`src/rtl/sort4_frame_streamer.sv`:
```
// sort4_frame_streamer
// Stream front/back end for a 4-entry sorter. Collects a frame of 1..4 words,
// pads the unused slots with all-ones so they sort last, and pulses the
// sorter's load pin. It then waits for the sorter's done flag, captures the
// ascending results and replays the first n of them on a valid/ready output
// stream, with a last marker on the final word. Only one frame is in flight.

module sort4_frame_streamer #(
  parameter int W = 4
) (
  input  logic         clock,
  input  logic         reset,
  // input stream
  input  logic [W-1:0] i_in_data,
  input  logic         i_in_valid,
  input  logic         i_in_last,
  output logic         o_in_ready,
  // sorter interface
  output logic [W-1:0] o_sort_x0,
  output logic [W-1:0] o_sort_x1,
  output logic [W-1:0] o_sort_x2,
  output logic [W-1:0] o_sort_x3,
  output logic         o_sort_load,
  input  logic [W-1:0] i_sort_s0,
  input  logic [W-1:0] i_sort_s1,
  input  logic [W-1:0] i_sort_s2,
  input  logic [W-1:0] i_sort_s3,
  input  logic         i_sort_done,
  // output stream
  output logic [W-1:0] o_out_data,
  output logic         o_out_valid,
  output logic         o_out_last,
  input  logic         i_out_ready,
  // status
  output logic         o_busy
);

  typedef enum logic [1:0] {
    S_FILL  = 2'd0,
    S_LOAD  = 2'd1,
    S_WAIT  = 2'd2,
    S_DRAIN = 2'd3
  } state_t;

  state_t       r_state;
  logic [2:0]   r_cnt;          // words accepted so far in FILL (0..4)
  logic [2:0]   r_n;            // frame length, valid from LOAD to end of DRAIN
  logic [1:0]   r_idx;          // index of the word currently on o_out_data
  logic [W-1:0] r_slot [4];     // frame words, drive the sorter inputs directly
  logic [W-1:0] r_buf  [4];     // sorted words captured on sort_done
  logic         r_in_ready;
  logic         r_sort_load;
  logic         r_out_valid;
  logic         r_out_last;
  logic         r_busy;
  logic [W-1:0] r_out_data;

  logic         w_in_fire;
  logic         w_frame_end;
  logic         w_out_fire;

  assign w_in_fire   = i_in_valid && r_in_ready;
  // The 4th word closes the frame regardless of in_last.
  assign w_frame_end = (r_cnt == 3'd3) || i_in_last;
  assign w_out_fire  = r_out_valid && i_out_ready;

  assign o_in_ready  = r_in_ready;
  assign o_sort_load = r_sort_load;
  assign o_sort_x0   = r_slot[0];
  assign o_sort_x1   = r_slot[1];
  assign o_sort_x2   = r_slot[2];
  assign o_sort_x3   = r_slot[3];
  assign o_out_data  = r_out_data;
  assign o_out_valid = r_out_valid;
  assign o_out_last  = r_out_last;
  assign o_busy      = r_busy;

  // Control FSM with registered outputs; every output is set on the edge that
  // enters the state it belongs to.
  // NOTE: sequential state uses non-blocking assignments so every register
  // samples the pre-edge values of the others, independent of statement order.
  always_ff @(posedge clock) begin
    if (reset) begin
      r_state     <= S_FILL;
      r_cnt       <= 3'd0;
      r_n         <= 3'd0;
      r_idx       <= 2'd0;
      r_in_ready  <= 1'b1;
      r_sort_load <= 1'b0;
      r_out_valid <= 1'b0;
      r_out_last  <= 1'b0;
      r_busy      <= 1'b0;
      r_out_data  <= '0;
      for (int k = 0; k < 4; k++) r_slot[k] <= '0;
    end else begin
      // Load is a single-cycle pulse: it is only ever raised on the FILL exit.
      r_sort_load <= 1'b0;
      case (r_state)
        S_FILL: begin
          if (w_in_fire) begin
            for (int k = 0; k < 4; k++) begin
              if (k == int'(r_cnt)) begin
                r_slot[k] <= i_in_data;
              end else if (w_frame_end && (k > int'(r_cnt))) begin
                r_slot[k] <= '1;
              end
            end
            r_cnt <= r_cnt + 3'd1;
            if (w_frame_end) begin
              r_n         <= r_cnt + 3'd1;
              r_state     <= S_LOAD;
              r_in_ready  <= 1'b0;
              r_sort_load <= 1'b1;
              r_busy      <= 1'b1;
            end
          end
        end
        S_LOAD: begin
          // sort_done may still be high from the previous frame; it is not
          // looked at until WAIT.
          r_state <= S_WAIT;
        end
        S_WAIT: begin
          if (i_sort_done) begin
            r_out_data  <= i_sort_s0;
            r_out_valid <= 1'b1;
            r_out_last  <= (r_n == 3'd1);
            r_idx       <= 2'd0;
            r_state     <= S_DRAIN;
          end
        end
        S_DRAIN: begin
          if (w_out_fire) begin
            if (r_out_last) begin
              r_state     <= S_FILL;
              r_out_valid <= 1'b0;
              r_out_last  <= 1'b0;
              r_in_ready  <= 1'b1;
              r_busy      <= 1'b0;
              r_cnt       <= 3'd0;
              r_n         <= 3'd0;
            end else begin
              r_idx      <= r_idx + 2'd1;
              r_out_data <= r_buf[r_idx + 2'd1];
              r_out_last <= ((3'(r_idx) + 3'd2) == r_n);
            end
          end
        end
        default: r_state <= S_FILL;
      endcase
    end
  end

  // Capture buffer for the sorter results, written once per frame.
  // NOTE: the buffer has no reset; it is always written before it is read,
  // so clearing it would only add logic.
  always_ff @(posedge clock) begin
    if (r_state == S_WAIT && i_sort_done) begin
      r_buf[0] <= i_sort_s0;
      r_buf[1] <= i_sort_s1;
      r_buf[2] <= i_sort_s2;
      r_buf[3] <= i_sort_s3;
    end
  end

endmodule
```
`config.mk`:
```
export PLATFORM = sky130hd
export DESIGN_NAME = sort4_frame_streamer
export DESIGN_NICKNAME = d
export VERILOG_FILES = /design/src/rtl/sort4_frame_streamer.sv
export SDC_FILE = /design/constraint.sdc
export NUM_CORES = 1
export LEC_CHECK = 0
export CORE_MARGIN = 5
export CORE_UTILIZATION = 50
export CTS_CLUSTER_SIZE = 10
export DETAILED_ROUTE_END_ITERATION = 12
export PLACE_DENSITY = 0.79
export SYNTH_ARGS = -nofsm -noshare
export SYNTH_HDL_FRONTEND = slang
export SYNTH_SLANG_ARGS = --single-unit
```
`constraint.sdc`:
```
create_clock -name clock -period 2.07 [get_ports clock]
set_clock_uncertainty 0.15 [all_clocks]
set_input_delay 0.414 -clock clock [delete_from_list [all_inputs] [get_ports clock]]
set_output_delay 0.414 -clock clock [all_outputs]
set_load 0.1 [all_outputs]
```
==> results by group <==
Drt
  – Avg WL per Cell: 15.08 um
  – DRT iter0 DRCs: 75
  – DRC Markers: 0
  – Vias: 1762
  – Via density: 5.388
  – Final wirelength: 4932 um
  – Final ANT Viol Nets: 0
  – Drt first pass iters: 4

Final layout
  – Diode count: 0
  – Share of layout cells above drive strength 1: 0.2198
  – P&R area growth vs syn: 32.62%
  – Final instance area: 3179 um2
  – Most frequent cells in the layout: buf_4 (32), edfxtp_1 (32), clkdlybuf4s50_1 (25)
  – Fin util: 0.6776
  – Final Net Count: 306

Synthesis
  – Post-Syn Nets: 244
  – Cell area after synthesis: 2397 um2
  – Post-synth top area share: 0.4008
  – Synth area leaders: edfxtp_1 (40%), dfxtp_1 (16%), mux2i_1 (5.0%)
  – Count of cell types in the netlist: 46
  – EDFF count, synth: 32
  – Sequential share of the synthesized area: 0.5595
  – Instance count of the mapped netlist: 210
  – Primary FF master, synth: edfxtp_1
  – Largest area contributor in the synthesized netlist: edfxtp_1
  – Yosys warns: 0
  – Async S/R FF share, synth: 0
  – Synthesized flop and latch total: 51
  – Syn avg cell area: 11.42 um2

Clocking
  – H-tree depth: 2
  – Clk Latency, worst-skew pair: 300 ps
  – CTS tree: built
  – Reg clk slew, reported paths: 90 ps
  – Root Buffer: clkbuf_8
  – Clock sink count: 51
  – CTS buffer count: 5
  – Maximum clock insertion buffer count: 2
  – Hold_buf cts: 0

Run status
  – Status: finished clean

Global route
  – Total grt overflow: 0
  – First-pass GRT wire length: 8197 um
  – Vias in the first global route: 1815
  – Initial antenna violation count: 0
  – Largest net degree at the start of global routing: 27
  – Total GRT Usage: 0.1669

Placement
  – Count of input and output buffers: 50
  – DP Area: 3045 um2
  – DP Wirelength: 3762 um
  – Placer congestion estimate: 0.7866

Die
  – Core ar.: 4692 um2
  – Die Wd: 79.25 um
  – Starting Density: 0.5109
  – Die Footprint: 6280 um2
  – Height of the die: 79.25 um
  – Site Rows: 25
  – Io pins: 51

STA
  – Final hold vios: 0
  – Count of final setup violators: 0
  – Worst-Margin Slew: 499.2 ps
  – Post-layout min period: 1915 ps
  – RSZ-0062 raised after global routing: no
  – Fmax: 522.3 MHz
  – Fin crit share: 0.9249
  – Rel. slew slack: 0.6668
  – Max-slew violations: 0

Worst setup path
  – Worst path arrival time: 1960 ps
  – Critical path class: reg -> reg
  – Crit. End Element: flop
  – Critical Path RT: 2110 ps
  – CP max FO: 7
  – Crit start category: flop

Job
  – MaxCap Viol Count: 0

Pwr
  – Pleak: 1.238 nW
  – PwrDens: 1429 nW/um2
  – Max VDD drop: 0.0009842 V

Hold path
  – HP Class: reg -> reg
==> area by class of cell <==
type | count | area, um2
multi-input combinational | 141 | 991.0
clock inverter | 2 | 37.54
clock buffer | 6 | 72.57
fill | 348 | 1513
tap | 54 | 67.56
inverter | 9 | 33.78
timing repair buffer | 64 | 630.6
sequential | 51 | 1346
==> worst paths after layout <==
path / end / cells after the start / slack (ps) / start
worst min-delay path: o_out_data[0]$_SDFFE_PP0P_ / 2 / 320 / o_out_data[0]$_SDFFE_PP0P_
worst max-delay path: r_cnt[0]$_SDFFE_PP0P_ / 7 / 160 / r_state[1]$_SDFFE_PP0P_
worst max register to register: r_cnt[0]$_SDFFE_PP0P_ / 7 / 160 / r_state[1]$_SDFFE_PP0P_
worst min register to register: o_out_data[0]$_SDFFE_PP0P_ / 2 / 320 / o_out_data[0]$_SDFFE_PP0P_
==> synth_stat cells, types with 2 or more instances <==
master	count
edfxtp_1	32
dfxtp_1	19
a21oi_1	16
nand2b_1	15
nand2_1	14
nor2_1	14
mux2i_1	12
inv_1	9
ha_1	8
and2_1	5
a211o_1	4
a21o_1	4
buf_2	4
clkbuf_1	4
nor2b_1	4
a31oi_1	3
nand4b_1	3
o21ai_1	3
o22ai_1	3
and2b_1	2
and3b_1	2
mux2_2	2
nand3b_1	2
o21ai_0	2
o221ai_1	2
or4_1	2
==> per-layer routing <==
| metal | vias up | track usage | share of wire | routed length, um |
|---|---|---|---|---|
| li1 | 877 | - | - | - |
| met1 | 826 | 0.1918 | 0.42 | 2061 |
| met2 | 49 | 0.2955 | 0.51 | 2531 |
| met3 | 10 | 0.03061 | 0.047 | 231 |
| met4 | 0 | 0.08419 | 0.022 | 108 |
| met5 | - | 0 | 0 | 0 |
==> logic make-up after synthesis <==
group | Yosys count | share of synthesized area
and+or+nand+nor | 74 | 0.1759
DFF | 51 | 0.5595
AOI/OAI and AO/OA | 44 | 0.1263
buffers and inverters | 18 | 0.03340
muxes | 14 | 0.05950
adders and majority gates | 8 | 0.04176
xor gates and xnor gates | 1 | 0.003654
==> critical path, cell delays in order, from the launching register on <==
cell      delay [ps]
dfxtp_1          430
inv_1             70
ha_2             220
a21boi_1         170
a211oi_4         280
buf_4            200
mux2i_1          220
nor2_1            50
==> metrics by stage <==
step	std cells	total power [mW]	TNS [ps]	worst slack (ps)	hold slack, ps
after global placement	318	3.791	-417.6	-55.76	303.8
after CTS	326	4.528	0	27.90	318.1
after detailed placement	318	3.840	-832.6	-93.20	305.5
final	327	4.543	0	155.5	316.9
after floorplan	210	3.201	0	150.3	312.9
after global routing	327	4.773	0	17.86	334.0
==> repair_timing <==
action | CTS | global route
endpoints found under the setup margin | 0 | 7
gates resized for setup | 0 | 4
setup buffers | 0 | 1
==> sequential cells by signal, indices dropped and copies added, names as in the netlist <==
| register | count |
|---|---|
| o_busy | 1 |
| o_in_ready | 1 |
| r_state | 2 |
| o_sort_load | 1 |
| r_n | 3 |
| r_cnt | 3 |
| o_out_data | 4 |
| o_out_last | 1 |
| o_out_valid | 1 |
| r_slot | 16 |
| r_idx | 2 |
| r_buf | 16 |
==> power breakdown <==
group	internal [mW]	leakage [nW]	total, mW	switching [mW]
sequential	1.33	0.468	1.50	0.161
clock	0.361	0.0514	0.681	0.321
combinational	0.805	0.719	2.37	1.56
total	2.50	1.24	4.54	2.04
Note: power is estimated with default switching activity, not from simulation.
